--- config.mk ---
export PLATFORM = sky130hd
export DESIGN_NAME = fluxo_dados_param_flat
export DESIGN_NICKNAME = d
export VERILOG_FILES = /design/src/rtl/fluxo_dados_param_if.sv /design/src/rtl/fluxo_dados_param.sv /design/src/flat_wrapper.sv
export SDC_FILE = /design/constraint.sdc
export NUM_CORES = 1
export LEC_CHECK = 0
export BUFFER_PORTS_ARGS = -buffer_cell sky130_fd_sc_hd__buf_2
export CAP_MARGIN = 20
export CORE_MARGIN = 4
export CORE_UTILIZATION = 35
export DETAILED_ROUTE_END_ITERATION = 6
export GPL_TIMING_DRIVEN = 0
export PLACE_DENSITY = 0.6
export SYNTH_ARGS = -nofsm -noshare
export SYNTH_HDL_FRONTEND = slang
export SYNTH_SLANG_ARGS = --single-unit
export TNS_END_PERCENT = 20
--- constraint.sdc ---
create_clock -name clock -period 3.8 [get_ports clock]
set_clock_uncertainty 0.05 [all_clocks]
set_input_delay 0.38 -clock clock [delete_from_list [all_inputs] [get_ports clock]]
set_output_delay 0.38 -clock clock [all_outputs]
set_load 0.1 [all_outputs]
--- src/rtl/fluxo_dados_param_if.sv ---
// Control/status bundle between the memory-game FSM (master) and the datapath (slave).
interface fluxo_dados_param_if #(
   parameter int W     = 4,
   parameter int AW    = 4,
   parameter int NBANK = 2
);
   localparam int BW = (NBANK > 1) ? $clog2(NBANK) : 1;

   logic          zeraE, contaE, zeraS, contaS, zeraR, registraR, gravaM;
   logic          espera, ledsOn, ledsOff, exibe, joga;
   logic [W-1:0]  chaves;
   logic          coringa;
   logic [BW-1:0] banco;
   logic [AW-1:0] limite;

   logic          bancoChange, limiteChange;
   logic          jogadaIgualMemoria, enderecoIgualSequencia, fimS, jogada_valida;
   logic          tem_jogada, tem_coringa;
   logic          fimLedsOn, fimLedsOff, timeout;
   logic [W-1:0]  leds;
   logic [AW-1:0] db_endereco, db_sequencia;
   logic [W-1:0]  db_memoria, db_jogada;

   modport master (
      output zeraE, contaE, zeraS, contaS, zeraR, registraR, gravaM,
             espera, ledsOn, ledsOff, exibe, joga, chaves, coringa, banco, limite,
      input  bancoChange, limiteChange, jogadaIgualMemoria, enderecoIgualSequencia,
             fimS, jogada_valida, tem_jogada, tem_coringa, fimLedsOn, fimLedsOff,
             timeout, leds, db_endereco, db_sequencia, db_memoria, db_jogada
   );

   modport slave (
      input  zeraE, contaE, zeraS, contaS, zeraR, registraR, gravaM,
             espera, ledsOn, ledsOff, exibe, joga, chaves, coringa, banco, limite,
      output bancoChange, limiteChange, jogadaIgualMemoria, enderecoIgualSequencia,
             fimS, jogada_valida, tem_jogada, tem_coringa, fimLedsOn, fimLedsOff,
             timeout, leds, db_endereco, db_sequencia, db_memoria, db_jogada
   );
endinterface

--- src/rtl/fluxo_dados_param.sv ---
// Memory-game datapath: counters, banked writable sequence RAM, jogada register,
// LED/timeout timers and input edge/change detectors, all steered by the game FSM.
module fluxo_dados_param #(
   parameter int W         = 4,
   parameter int AW        = 4,
   parameter int NBANK     = 2,
   parameter int T_ON      = 50,
   parameter int T_OFF     = 50,
   parameter int T_TIMEOUT = 5000
) (
   input logic                 clock,
   input logic                 reset,
   fluxo_dados_param_if.slave  bus
);
   localparam int BW    = (NBANK > 1) ? $clog2(NBANK) : 1;
   localparam int DEPTH = 1 << AW;
   localparam int ONW   = $clog2(T_ON + 1);
   localparam int OFFW  = $clog2(T_OFF + 1);
   localparam int TOW   = $clog2(T_TIMEOUT + 1);
   localparam logic [ONW-1:0]  ON_MAX  = ONW'(T_ON - 1);
   localparam logic [OFFW-1:0] OFF_MAX = OFFW'(T_OFF - 1);
   localparam logic [TOW-1:0]  TO_MAX  = TOW'(T_TIMEOUT - 1);

   logic [AW-1:0]   r_endereco, r_sequencia;
   logic [W-1:0]    r_jogada, r_mem_q, r_led;
   logic [ONW-1:0]  r_cnt_on;
   logic [OFFW-1:0] r_cnt_off;
   logic [TOW-1:0]  r_cnt_to;
   logic            r_timeout, r_tecla_ant, r_coringa_ant;
   logic [BW-1:0]   r_banco_ant;
   logic [AW-1:0]   r_limite_ant;
   logic [W-1:0]    r_mem [0:NBANK*DEPTH-1];

   logic            w_tecla, w_tem_jogada, w_tem_coringa, w_clr_to;
   logic [BW+AW-1:0] w_idx;

   assign w_tecla       = |bus.chaves;
   assign w_tem_jogada  = w_tecla & ~r_tecla_ant;
   assign w_tem_coringa = bus.coringa & ~r_coringa_ant;
   assign w_clr_to      = bus.zeraE | w_tem_jogada | w_tem_coringa;
   assign w_idx         = {bus.banco, r_endereco};

   always_ff @(posedge clock or negedge reset) begin
      if (!reset) begin
         r_endereco    <= '0;
         r_sequencia   <= '0;
         r_jogada      <= '0;
         r_mem_q       <= '0;
         r_led         <= '0;
         r_cnt_on      <= '0;
         r_cnt_off     <= '0;
         r_cnt_to      <= '0;
         r_timeout     <= 1'b0;
         r_tecla_ant   <= 1'b0;
         r_coringa_ant <= 1'b0;
      end else begin
         if (bus.zeraE)       r_endereco <= '0;
         else if (bus.contaE) r_endereco <= r_endereco + 1'b1;

         if (bus.zeraS)       r_sequencia <= '0;
         else if (bus.contaS) r_sequencia <= r_sequencia + 1'b1;

         if (bus.zeraR)          r_jogada <= '0;
         else if (bus.registraR) r_jogada <= bus.chaves;

         // Synchronous read; a same-cycle write lands after this sample (old data).
         r_mem_q <= r_mem[w_idx];

         if (bus.zeraR || bus.ledsOff || bus.espera) r_led <= '0;
         else if (bus.ledsOn)                        r_led <= r_mem_q;

         if (bus.ledsOff || bus.zeraS)           r_cnt_on <= '0;
         else if (bus.ledsOn && r_cnt_on != ON_MAX) r_cnt_on <= r_cnt_on + 1'b1;

         if (bus.ledsOn || bus.zeraS)              r_cnt_off <= '0;
         else if (bus.ledsOff && r_cnt_off != OFF_MAX) r_cnt_off <= r_cnt_off + 1'b1;

         if (w_clr_to)                               r_cnt_to <= '0;
         else if (bus.espera && r_cnt_to != TO_MAX)  r_cnt_to <= r_cnt_to + 1'b1;

         if (bus.zeraR)                                r_timeout <= 1'b0;
         else if (bus.espera && r_cnt_to == TO_MAX)    r_timeout <= 1'b1;

         r_tecla_ant   <= w_tecla;
         r_coringa_ant <= bus.coringa;
      end
   end

   // RAM array and change-detector history carry no reset; the detectors keep
   // tracking their inputs while reset is held so release produces no pulse.
   always_ff @(posedge clock) begin
      if (bus.gravaM) r_mem[w_idx] <= r_jogada;
      r_banco_ant  <= bus.banco;
      r_limite_ant <= bus.limite;
   end

   assign bus.bancoChange            = (bus.banco != r_banco_ant);
   assign bus.limiteChange           = (bus.limite != r_limite_ant);
   assign bus.jogadaIgualMemoria     = (r_mem_q == r_jogada);
   assign bus.enderecoIgualSequencia = (r_endereco == r_sequencia);
   assign bus.fimS                   = (r_sequencia == bus.limite);
   assign bus.jogada_valida          = w_tecla && ((bus.chaves & (bus.chaves - 1'b1)) == '0);
   assign bus.tem_jogada             = w_tem_jogada;
   assign bus.tem_coringa            = w_tem_coringa;
   assign bus.fimLedsOn              = (r_cnt_on == ON_MAX);
   assign bus.fimLedsOff             = (r_cnt_off == OFF_MAX);
   assign bus.timeout                = r_timeout;
   assign bus.leds                   = bus.exibe ? r_led : (bus.joga ? bus.chaves : '1);
   assign bus.db_endereco            = r_endereco;
   assign bus.db_sequencia           = r_sequencia;
   assign bus.db_memoria             = r_mem_q;
   assign bus.db_jogada              = r_jogada;
endmodule

--- src/flat_wrapper.sv ---
// flat-port wrapper written by rule: the top's interface ports become plain ports
module fluxo_dados_param_flat 
#(
   parameter int W         = 4,
   parameter int AW        = 4,
   parameter int NBANK     = 2,
   parameter int T_ON      = 50,
   parameter int T_OFF     = 50,
   parameter int T_TIMEOUT = 5000
)
  (clock, reset, bus_zeraE, bus_contaE, bus_zeraS, bus_contaS, bus_zeraR, bus_registraR, bus_gravaM, bus_espera, bus_ledsOn, bus_ledsOff, bus_exibe, bus_joga, bus_chaves, bus_coringa, bus_banco, bus_limite, bus_bancoChange, bus_limiteChange, bus_jogadaIgualMemoria, bus_enderecoIgualSequencia, bus_fimS, bus_jogada_valida, bus_tem_jogada, bus_tem_coringa, bus_fimLedsOn, bus_fimLedsOff, bus_timeout, bus_leds, bus_db_endereco, bus_db_sequencia, bus_db_memoria, bus_db_jogada);
  fluxo_dados_param_if #(.W(W), .AW(AW), .NBANK(NBANK)) bus_i ();
  input logic clock;
  input logic reset;
  input wire logic [$bits(bus_i.zeraE)-1:0] bus_zeraE;
  input wire logic [$bits(bus_i.contaE)-1:0] bus_contaE;
  input wire logic [$bits(bus_i.zeraS)-1:0] bus_zeraS;
  input wire logic [$bits(bus_i.contaS)-1:0] bus_contaS;
  input wire logic [$bits(bus_i.zeraR)-1:0] bus_zeraR;
  input wire logic [$bits(bus_i.registraR)-1:0] bus_registraR;
  input wire logic [$bits(bus_i.gravaM)-1:0] bus_gravaM;
  input wire logic [$bits(bus_i.espera)-1:0] bus_espera;
  input wire logic [$bits(bus_i.ledsOn)-1:0] bus_ledsOn;
  input wire logic [$bits(bus_i.ledsOff)-1:0] bus_ledsOff;
  input wire logic [$bits(bus_i.exibe)-1:0] bus_exibe;
  input wire logic [$bits(bus_i.joga)-1:0] bus_joga;
  input wire logic [$bits(bus_i.chaves)-1:0] bus_chaves;
  input wire logic [$bits(bus_i.coringa)-1:0] bus_coringa;
  input wire logic [$bits(bus_i.banco)-1:0] bus_banco;
  input wire logic [$bits(bus_i.limite)-1:0] bus_limite;
  output wire logic [$bits(bus_i.bancoChange)-1:0] bus_bancoChange;
  output wire logic [$bits(bus_i.limiteChange)-1:0] bus_limiteChange;
  output wire logic [$bits(bus_i.jogadaIgualMemoria)-1:0] bus_jogadaIgualMemoria;
  output wire logic [$bits(bus_i.enderecoIgualSequencia)-1:0] bus_enderecoIgualSequencia;
  output wire logic [$bits(bus_i.fimS)-1:0] bus_fimS;
  output wire logic [$bits(bus_i.jogada_valida)-1:0] bus_jogada_valida;
  output wire logic [$bits(bus_i.tem_jogada)-1:0] bus_tem_jogada;
  output wire logic [$bits(bus_i.tem_coringa)-1:0] bus_tem_coringa;
  output wire logic [$bits(bus_i.fimLedsOn)-1:0] bus_fimLedsOn;
  output wire logic [$bits(bus_i.fimLedsOff)-1:0] bus_fimLedsOff;
  output wire logic [$bits(bus_i.timeout)-1:0] bus_timeout;
  output wire logic [$bits(bus_i.leds)-1:0] bus_leds;
  output wire logic [$bits(bus_i.db_endereco)-1:0] bus_db_endereco;
  output wire logic [$bits(bus_i.db_sequencia)-1:0] bus_db_sequencia;
  output wire logic [$bits(bus_i.db_memoria)-1:0] bus_db_memoria;
  output wire logic [$bits(bus_i.db_jogada)-1:0] bus_db_jogada;
  assign bus_i.zeraE = bus_zeraE;
  assign bus_i.contaE = bus_contaE;
  assign bus_i.zeraS = bus_zeraS;
  assign bus_i.contaS = bus_contaS;
  assign bus_i.zeraR = bus_zeraR;
  assign bus_i.registraR = bus_registraR;
  assign bus_i.gravaM = bus_gravaM;
  assign bus_i.espera = bus_espera;
  assign bus_i.ledsOn = bus_ledsOn;
  assign bus_i.ledsOff = bus_ledsOff;
  assign bus_i.exibe = bus_exibe;
  assign bus_i.joga = bus_joga;
  assign bus_i.chaves = bus_chaves;
  assign bus_i.coringa = bus_coringa;
  assign bus_i.banco = bus_banco;
  assign bus_i.limite = bus_limite;
  assign bus_bancoChange = bus_i.bancoChange;
  assign bus_limiteChange = bus_i.limiteChange;
  assign bus_jogadaIgualMemoria = bus_i.jogadaIgualMemoria;
  assign bus_enderecoIgualSequencia = bus_i.enderecoIgualSequencia;
  assign bus_fimS = bus_i.fimS;
  assign bus_jogada_valida = bus_i.jogada_valida;
  assign bus_tem_jogada = bus_i.tem_jogada;
  assign bus_tem_coringa = bus_i.tem_coringa;
  assign bus_fimLedsOn = bus_i.fimLedsOn;
  assign bus_fimLedsOff = bus_i.fimLedsOff;
  assign bus_timeout = bus_i.timeout;
  assign bus_leds = bus_i.leds;
  assign bus_db_endereco = bus_i.db_endereco;
  assign bus_db_sequencia = bus_i.db_sequencia;
  assign bus_db_memoria = bus_i.db_memoria;
  assign bus_db_jogada = bus_i.db_jogada;
  fluxo_dados_param #(.W(W), .AW(AW), .NBANK(NBANK), .T_ON(T_ON), .T_OFF(T_OFF), .T_TIMEOUT(T_TIMEOUT)) u_core (.clock(clock), .reset(reset), .bus(bus_i));
endmodule
== After elaboration in Yosys (flattened, before gate mapping) ==
Memory sizes are Yosys's and may differ from the RTL's. A register that Yosys moved wholly into a read port is not among the register bits.
Cells that the tools add are included.
Storage, ports and cells
  bits in registers: 49
  bits in writable memories: 128
  bits of input ports: 24
  output and inout bits: 31
  word-level logic and storage cells: 77
  memories kept: 1
Cells by class
  $add $sub $neg: 6
  equality and inequality tests: 11
  muxes and demuxes: 20
  bitwise operators: 7
  reductions and logical operators: 20
Memories
  u_core.r_mem: depth 32, width 4, rd ports 1, clocked after Yosys merged registers in 1, wr ports 1, RTL line fluxo_dados_param.sv:32  | logic [W-1:0] r_mem [0:NBANK*DEPTH-1];
Operators with widths (number)
  $mux 4: 10
  $mux 13: 2
  $mux 6: 4
  $reduce_bool 2->1: 8
  $add 13x1->13 const B: 1
  $eq 13x13->1 const B: 1
  $ne 13x13->1 const B: 1
  $add 6x1->6 const B: 2
  $eq 4x4->1: 3
  $eq 6x6->1 const B: 2
  $ne 6x6->1 const B: 2
  $add 4x1->4 const B: 2
  $logic_and 1x1->1: 5
  $and 4x4->4: 1
  $logic_not 4->1: 1
  $logic_or 1x1->1: 4
  $mux 1: 4
  $ne 4x4->1: 1
  $reduce_or 4->1: 1
  $sub 4x1->4 const B: 1
  $and 1x1->1: 2
  $not 1->1: 2
  $or 1x1->1: 2
  $logic_not 1->1: 1
  $ne 1x1->1: 1

== Logic depth before layout (Yosys ltp) ==
Gate-level depths: netlist of the first run.
  word-level depth: 5
  gate-level depth with buffers: 7
  gate-level depth less buffers: 6

== Least setup slack after synthesis of the first run ==
OpenSTA, ideal clock, no wires.
  path type: register to output
  start point: reg u_core.r_endereco[1], in the netlist u_core.bus.db_endereco[1]
  end point: out bus_enderecoIgualSequencia
  data arrival time: 4.732 ns
  slack: -1.362 ns
  stages on the path, launching flop included: 6
  path through: dfrtp_1 clkbuf_1 buf_2 buf_2 xor2_1 nor4_1
On the way
  longest elaborated chain between the ends: 1
RTL lines
  from (decl): RTL line fluxo_dados_param.sv:24  | logic [AW-1:0] r_endereco, r_sequencia;
  from (signal assigned): RTL line fluxo_dados_param.sv:58  | else if (bus.contaE) r_endereco <= r_endereco + 1'b1;
  $eq 4x4->1: RTL line fluxo_dados_param.sv:100  | assign bus.enderecoIgualSequencia = (r_endereco == r_sequencia);
  to (decl): RTL line flat_wrapper.sv:34  | output wire logic [$bits(bus_i.enderecoIgualSequencia)-1:0] bus_enderecoIgualSequencia;
Every way passes these cells.

== Final worst setup path of the first run ==
Ends and elaborated chain as after synthesis.

==> Implementation_results.wiki, run 1 <==
{| class="wikitable"
! Metric !! Value
|-
| Run status || finished, final reports clean
|-
| Final Hold Viols || 0
|-
| Pwr Density || between 400 and 500 mW/mm^2
|-
| Diodes inserted || 0
|-
| Number of antenna violations at the first check in global routing || 0
|-
| Starting density of the core || about 36%
|-
| Most frequent cells in the layout || sky130_fd_sc_hd__edfxtp_1, sky130_fd_sc_hd__nor2_1, sky130_fd_sc_hd__mux2i_1
|-
| Detailed-route wire length || approximately 17000 um
|-
| Port Buffers || 51
|-
| Endpoint type of the worst setup path || output pin
|-
| Max-cap violation count || 0
|-
| I/O pins || between 50 and 60
|-
| Placeable core region || 0.0218 mm^2
|-
| Design Power || 4.51 mW
|-
| 1st-pass router iterations || 4
|-
| Count of instances resized after the clock tree is built || 0
|-
| Clock transition at the register clock pins on the worst setup and hold paths after CTS || roughly 0.06 ns
|-
| Largest cells by area after synthesis || sky130_fd_sc_hd__edfxtp_1, sky130_fd_sc_hd__dfrtp_1, sky130_fd_sc_hd__mux2i_1
|-
| HP Class || input pin to register
|-
| Leak || approximately 3.3 nW
|-
| Vias in the first global route || 5003
|-
| Number of buffers added by the clock tree synthesis step || 17
|-
| Startpoint Class || register
|-
| Wire length of the first global-routing pass || 27700 um
|-
| Layout-stage area growth over the synthesis result || 17.3%
|-
| Number of instances in the synthesized netlist || between 500 and 600
|-
| Clock latency reported for the late side of the worst-skew pair || around 0.42 ns
|-
| Number of failing setup endpoints in the final timing report || 0
|-
| Root buffer cell || sky130_fd_sc_hd__clkbuf_16
|-
| Clock Path Buffers || 2
|-
| Cell seen most often among critical-path stages || sky130_fd_sc_hd__buf_2
|-
| Worst Path Buf+Inv || 4
|-
| Mean Syn Cell Area || approximately 14 um^2
|-
| Cell type with the highest aggregate area in the netlist || sky130_fd_sc_hd__edfxtp_1
|-
| CP Data Arrival Time || between 2 and 3 ns
|-
| Highest clock frequency the design can meet || roughly 320 MHz
|-
| Leading cell type in the layout, fill and taps excluded || sky130_fd_sc_hd__edfxtp_1
|-
| DRC || 0
|-
| Critical Path Slowest Stage Cell || sky130_fd_sc_hd__buf_2
|-
| Net count of the finished layout || 674
|-
| Worst-path fanout max || 10
|-
| Count of yosys warnings during synthesis || 0
|-
| Final Core Density || between 40% and 50%
|-
| DRC violation total after the first TritonRoute iteration || 238
|-
| Syn Std Cell Area || ~0.0078 mm^2
|-
| Antenna Nets Post-Route || 0
|-
| Clock net sink count || 181
|-
| Estimated wirelength of the detail-placed design || about 13000 um
|-
| Standard-cell rows || 54
|-
| Cells along the critical path || clkbuf_1 -> buf_2 -> buf_2 -> xor2_1 -> nor4_2 -> buf_2
|-
| Clock tree from TritonCTS || built
|-
| Post-DR vias/cell || about 5.1
|-
| Peak ir drop on the vdd network || between 0.2 and 0.3 mV
|-
| Per-cell routed wire length || 18.7 um
|-
| Max transition margin || between 40% and 50%
|-
| GP Congestion || ~0.82
|-
| Max-slew violations || 0
|-
| Cell family contributing the most delay on the critical path || buffers and inverters
|-
| CTS HTree Levels || 4
|-
| Slew of the pin with the lowest slew margin || around 0.86 ns
|-
| Overall Global Routing Usage || between 10% and 20%
|-
| Fraction of layout cells with a size suffix above 1 || ~16%
|-
| Post-layout min period || between 3 and 4 ns
|-
| Part of the Yosys area used for sequential elements || between 60 and 70%
|-
| Number of distinct library cells after synthesis || 40
|-
| Congestion Overflow GR || 0
|-
| Floorplan die width || between 150 and 200 um
|-
| Critical path required time || roughly 3.4 ns
|-
| Number of buffers inserted by post-CTS setup repair || 0
|-
| Net Count, Synth || roughly 600
|-
| Delay of the slowest critical-path stage || 0.48 ns
|-
| Die Area || between 0.02 and 0.025 mm^2
|-
| Largest net degree at the start of global routing || slightly below 50
|-
| Flops & latches, synth || roughly 180
|-
| Unrepaired setup endpoints after global routing || false
|-
| DR vias || 4800
|-
| Share of the clock period used by the worst path || between 80% and 90%
|-
| Area share of the largest cell type after synthesis || slightly below 50%
|-
| Classification of the worst setup path || register to output pin
|-
| Y dimension of the die || 157 um
|}
-- power by group --
part / leakage (nW) / internal (mW) / switching (mW)
clock: 0.288 / 1.05 / 0.751
combinational: 1.11 / 0.136 / 0.381
sequential: 1.86 / 2.15 / 0.0420
total: 3.26 / 3.34 / 1.17
-- repair_timing --
action / in CTS / in global routing
endpoints found under the hold margin: 0 / 23
endpoints found under the setup margin: 0 / 0
hold buffers: 0 / 1
-- worst register-to-register path, delay by kind of cell (launching register included) --
kind	cells	cell delay (ns)
flops	1	0.45
fa+ha+maj	1	0.14
simple gates	2	0.83
buf+inv	4	0.79
-- synthesized netlist by cell type (all sizes together) --
| library cell | number |
|---|---|
| or4 | 2 |
| dfrtp | 48 |
| dfxtp | 5 |
| nand4 | 15 |
| nor4 | 11 |
| buf | 8 |
| nand2b | 1 |
| nor3 | 10 |
| o22ai | 32 |
| or3 | 6 |
| nand2 | 20 |
| ha | 10 |
| or4b | 5 |
| clkbuf | 15 |
| a21oi | 9 |
| nand4b | 7 |
| nand3 | 1 |
| inv | 8 |
| o21a | 2 |
| mux2i | 75 |
| or2 | 2 |
| xor2 | 27 |
| nor2 | 76 |
| nor3b | 1 |
| edfxtp | 128 |
| a211oi | 3 |
| o31ai | 1 |
| o211ai | 2 |
| or3b | 2 |
| nand3b | 2 |
| nor2b | 2 |
| and3 | 1 |
| xnor2 | 15 |
| or4bb | 7 |
| o21ai | 5 |
-- final timing paths --
check | to | slack [ns] | startpoint | cells after the start
max in group asynchronous | u_core.r_led[2] | 2.71 | reset | 3
min in group asynchronous | u_core.r_cnt_to[11] | 0.45 | reset | 2
worst min register to register | u_core.r_led[1] | 0.47 | u_core.r_led[1] | 2
worst max register to register | u_core.r_mem[20][3] | 1.17 | u_core.bus.db_endereco[1] | 7
worst max-delay path | bus_enderecoIgualSequencia | 0.70 | u_core.bus.db_endereco[1] | 6
worst min-delay path | u_core.r_coringa_ant | 0.03 | bus_coringa | 1
-- cell families after synthesis --
logic type               Yosys count  synth area share (%)
AO/OA/AOI/OAI                     54                  4.32
XOR/XNOR                          42                  4.74
adder cells (fa/ha/maj)           10                  1.61
buffers and inverters             31                  1.64
flip-flops                       181                  66.2
multiplexers                      75                  9.67
AND/OR/NAND/NOR                  171                  11.8
-- per-stage QoR --
step	instance area [um^2]	setup WS [ns]	hold slack (ns)	cells	setup TNS, ns
after floorplan	7780	-0.721	0.0344	564	-0.940
after global placement	8380	1.10	0.449	895	0
after detailed placement	8470	1.10	0.453	899	0
after CTS	9070	0.641	0.0119	931	0
after global routing	9110	0.515	0.0156	933	0
final	9110	0.697	0.0299	933	0
-- registers in the layout (all words and copies together), names as in the netlist --
name                     count
u_core.bus.db_endereco       4
u_core.bus.db_jogada         4
u_core.bus.db_memoria        4
u_core.bus.db_sequencia      4
u_core.bus.timeout           1
u_core.r_banco_ant           1
u_core.r_cnt_off             6
u_core.r_cnt_on              6
u_core.r_cnt_to             13
u_core.r_coringa_ant         1
u_core.r_led                 4
u_core.r_limite_ant          4
u_core.r_mem               128
u_core.r_tecla_ant           1
-- routing by layer --
| metal | wire (um) | GRT usage [%] |
|---|---|---|
| met1 | 7880 | 19.3 |
| met2 | 8430 | 24.2 |
| met3 | 785 | 3.66 |
| met4 | 341 | 5.04 |
| met5 | 0 | 0 |
-- final cells by class --
cell class	count	area [um^2]
timing repair buffer	57	378
clock buffer	20	437
inverter	8	30.0
buffer	23	97.6
sequential	181	5140
multi-input combinational	352	2510
fill	1991	12700
clock inverter	12	169
tap	280	350
Power figures use the tool's default switching activity.
==> run 2: changes to the inputs <==
Clock period 3.8 ns to 2.93 ns, I/O delays scaled along.
==> Implementation_results.wiki, run 2 (same netlist as run 1, synthesis figures left out) <==
{| class="wikitable"
! Metric !! Value
|-
| Vias in the first global route || around 5000
|-
| Most frequent cells in the layout || sky130_fd_sc_hd__edfxtp_1, sky130_fd_sc_hd__nor2_1, sky130_fd_sc_hd__mux2i_1
|-
| Number of failing setup endpoints in the final timing report || 0
|-
| Startpoint Class || register
|-
| DRC violation total after the first TritonRoute iteration || between 400 and 500
|-
| Antenna Nets Post-Route || 0
|-
| Final non-filler cell area || 0.00925 mm^2
|-
| Y dimension of the die || between 150 and 200 um
|-
| Net Switching || between 1.5 and 2 mW
|-
| HP Class || input pin to register
|-
| Root buffer cell || sky130_fd_sc_hd__clkbuf_16
|-
| Post-layout min period || about 2.8 ns
|-
| Starting density of the core || 35.6%
|-
| Slew of the pin with the lowest slew margin || about 0.85 ns
|-
| Net count of the finished layout || roughly 680
|-
| Share of total power in combinational logic || 11.5%
|-
| Placeable core region || roughly 0.022 mm^2
|-
| Pwr Density || 650 mW/mm^2
|-
| Min-Delay Path Depth || 1
|-
| Congestion Overflow GR || 0
|-
| End point of the worst hold path || u_core.r_banco_ant
|-
| Overall Global Routing Usage || 14.8%
|-
| Standard-cell rows || 54
|-
| DR vias || around 4900
|-
| CP Data Arrival Time || approximately 2.4 ns
|-
| Critical path required time || roughly 2.6 ns
|-
| Estimated wirelength of the detail-placed design || 12700 um
|-
| Final worst slack || 0.166 ns
|-
| Setup slack, reg-to-reg || roughly 0.26 ns
|-
| Run status || finished, final reports clean
|-
| Cell family contributing the most delay on the critical path || flip-flops
|-
| Largest net degree at the start of global routing || a little under 50
|-
| Leak || around 3.3 nW
|-
| GP Congestion || between 0.7 and 0.8
|-
| Path depth of the worst reg2reg path || 7
|-
| Seq. cell area || just over 0.005 mm^2
|-
| Diodes inserted || 0
|-
| Share of total power in the clock network || 41.2%
|-
| Largest registers ranked by flip-flop count || u_core.r_mem x128, u_core.r_cnt_to x13
|-
| Number of antenna violations at the first check in global routing || 0
|-
| Startpoint of the lowest-slack register-to-register path || u_core.bus.db_endereco[1]
|-
| Die Area || approximately 0.025 mm^2
|-
| Leading cell type in the layout, fill and taps excluded || sky130_fd_sc_hd__edfxtp_1
|-
| Post-DR vias/cell || approximately 5.2
|-
| Worst setup slack after placement || approximately 0.27 ns
|-
| Highest clock frequency the design can meet || between 300 and 400 MHz
|-
| Cell internal pwr || 4.43 mW
|-
| Share of the clock period used by the worst path || approximately 94%
|-
| Layout-stage area growth over the synthesis result || 19.1%
|-
| Worst hold path startpoint || bus_banco
|-
| Largest Register || u_core.r_mem
|-
| Clock Path Buffers || 2
|-
| Clock net sink count || between 150 and 200
|-
| 1st-pass router iterations || 4
|-
| Clock transition at the register clock pins on the worst setup and hold paths after CTS || about 0.070 ns
|-
| Proportion of power drawn by flip-flops and latches || between 40% and 50%
|-
| Clock tree from TritonCTS || built
|-
| Sw Share || 26.3%
|-
| Flip-flop count of the largest register after layout || between 100 and 150
|-
| Worst-path fanout max || 20
|-
| DRC || 0
|-
| Number of buffers added by the clock tree synthesis step || 17
|-
| Cells along the critical path || buf_16 -> xor2_1 -> nor4_4 -> buf_2
|-
| Area of the multi-input gates || between 0.002 and 0.003 mm^2
|-
| Detailed-route wire length || approximately 18000 um
|-
| Fraction of layout cells with a size suffix above 1 || about 17%
|-
| Endpoint type of the worst setup path || output pin
|-
| Delay of the slowest critical-path stage || ~0.90 ns
|-
| Peak ir drop on the vdd network || 0.386 mV
|-
| Capturing point of the worst reg2reg path || u_core.r_mem[20][3]
|-
| Max-slew violations || 0
|-
| Port Buffers || 51
|-
| Critical Path Slowest Stage Cell || sky130_fd_sc_hd__dfrtp_1
|-
| Max-cap violation count || 0
|-
| Unrepaired setup endpoints after global routing || false
|-
| Classification of the worst setup path || register to output pin
|-
| Clock latency reported for the late side of the worst-skew pair || between 0.4 and 0.5 ns
|-
| Number of fill cells in the layout || between 1500 and 2000
|-
| Worst Path Buf+Inv || 2
|-
| Placement Cell Area || around 0.0085 mm^2
|-
| I/O pins || 55
|-
| CTS HTree Levels || 4
|-
| Max transition margin || 43.2%
|-
| Final Hold Viols || 0
|-
| Per-cell routed wire length || 18.9 um
|-
| Floorplan die width || 157 um
|-
| Wire length of the first global-routing pass || between 20000 and 30000 um
|}
run 2: metrics by stage:
step | util (%) | setup TNS, ns | cells | power, mW | hold WS [ns]
2_1_floorplan | - | -0.424 | 564 | 3.38 | -0.0526
3_3_place_gp | 38.6 | 0 | 895 | 3.55 | 0.363
3_5_place_dp | 39.0 | 0 | 899 | 3.58 | 0.372
4_1_cts | 42.2 | 0 | 936 | 6.04 | 0.0163
5_1_grt | 42.4 | 0 | 938 | 6.20 | 0.0144
6_report | 42.4 | 0 | 938 | 6.01 | 0.0379
run 2: worst register-to-register path: stages (launching register included):
cell,delay (ns)
sky130_fd_sc_hd__dfrtp_1,0.43
sky130_fd_sc_hd__clkbuf_1,0.18
sky130_fd_sc_hd__clkbuf_4,0.26
sky130_fd_sc_hd__buf_2,0.27
sky130_fd_sc_hd__inv_1,0.12
sky130_fd_sc_hd__ha_1,0.15
sky130_fd_sc_hd__nand2_1,0.29
sky130_fd_sc_hd__nor3_1,0.55
run 2: worst max-delay path by stage:
stage,startpoint,endpoint,slack [ns],cells after the start
after CTS,u_core.bus.db_endereco[1],bus_enderecoIgualSequencia,0.08,6
after global routing,u_core.bus.db_jogada[1],bus_jogadaIgualMemoria,0.05,4
after detailed placement,u_core.bus.db_endereco[1],u_core.r_mem[20][3],0.27,7
after floorplan,u_core.bus.db_endereco[2],bus_enderecoIgualSequencia,-0.29,4
after global placement,u_core.bus.db_jogada[1],bus_jogadaIgualMemoria,0.31,3
final,u_core.bus.db_jogada[1],bus_jogadaIgualMemoria,0.17,4
run 2: power groups by stage:
stage / clock [mW] / combinational (mW) / sequential, mW
2_1_floorplan: 0 / 0.364 / 3.02
3_3_place_gp: 0 / 0.642 / 2.91
3_5_place_dp: 0 / 0.685 / 2.90
4_1_cts: 2.51 / 0.695 / 2.84
5_1_grt: 2.61 / 0.735 / 2.85
6_report: 2.48 / 0.693 / 2.84
run 2: metal layers:
| metal | part of all wire [%] | routed length (um) | global-route usage (%) | up-vias |
|---|---|---|---|---|
| li1 | - | - | - | 2273 |
| met1 | 43 | 7700 | 19.0 | 2464 |
| met2 | 50 | 8860 | 24.9 | 111 |
| met3 | 5.3 | 939 | 4.04 | 15 |
| met4 | 1.3 | 235 | 3.93 | 0 |
| met5 | 0 | 0 | 0 | - |
run 2: layout make-up:
| type | instances | share of cell area, % |
|---|---|---|
| buffer | 23 | 1.11 |
| clock buffer | 17 | 4.60 |
| timing repair buffer | 62 | 4.71 |
| tap | 280 | 3.79 |
| clock inverter | 15 | 2.37 |
| sequential | 181 | 55.6 |
| inverter | 8 | 0.325 |
| multi-input combinational | 352 | 27.5 |
run 2: repair_timing:
action | in CTS | in global routing
setup buffers | 0 | 0
endpoints found under the setup margin | 1 | 1
hold endpoints to repair | 5 | 21
hold buffers | 5 | 1
resized for setup | 2 | 3
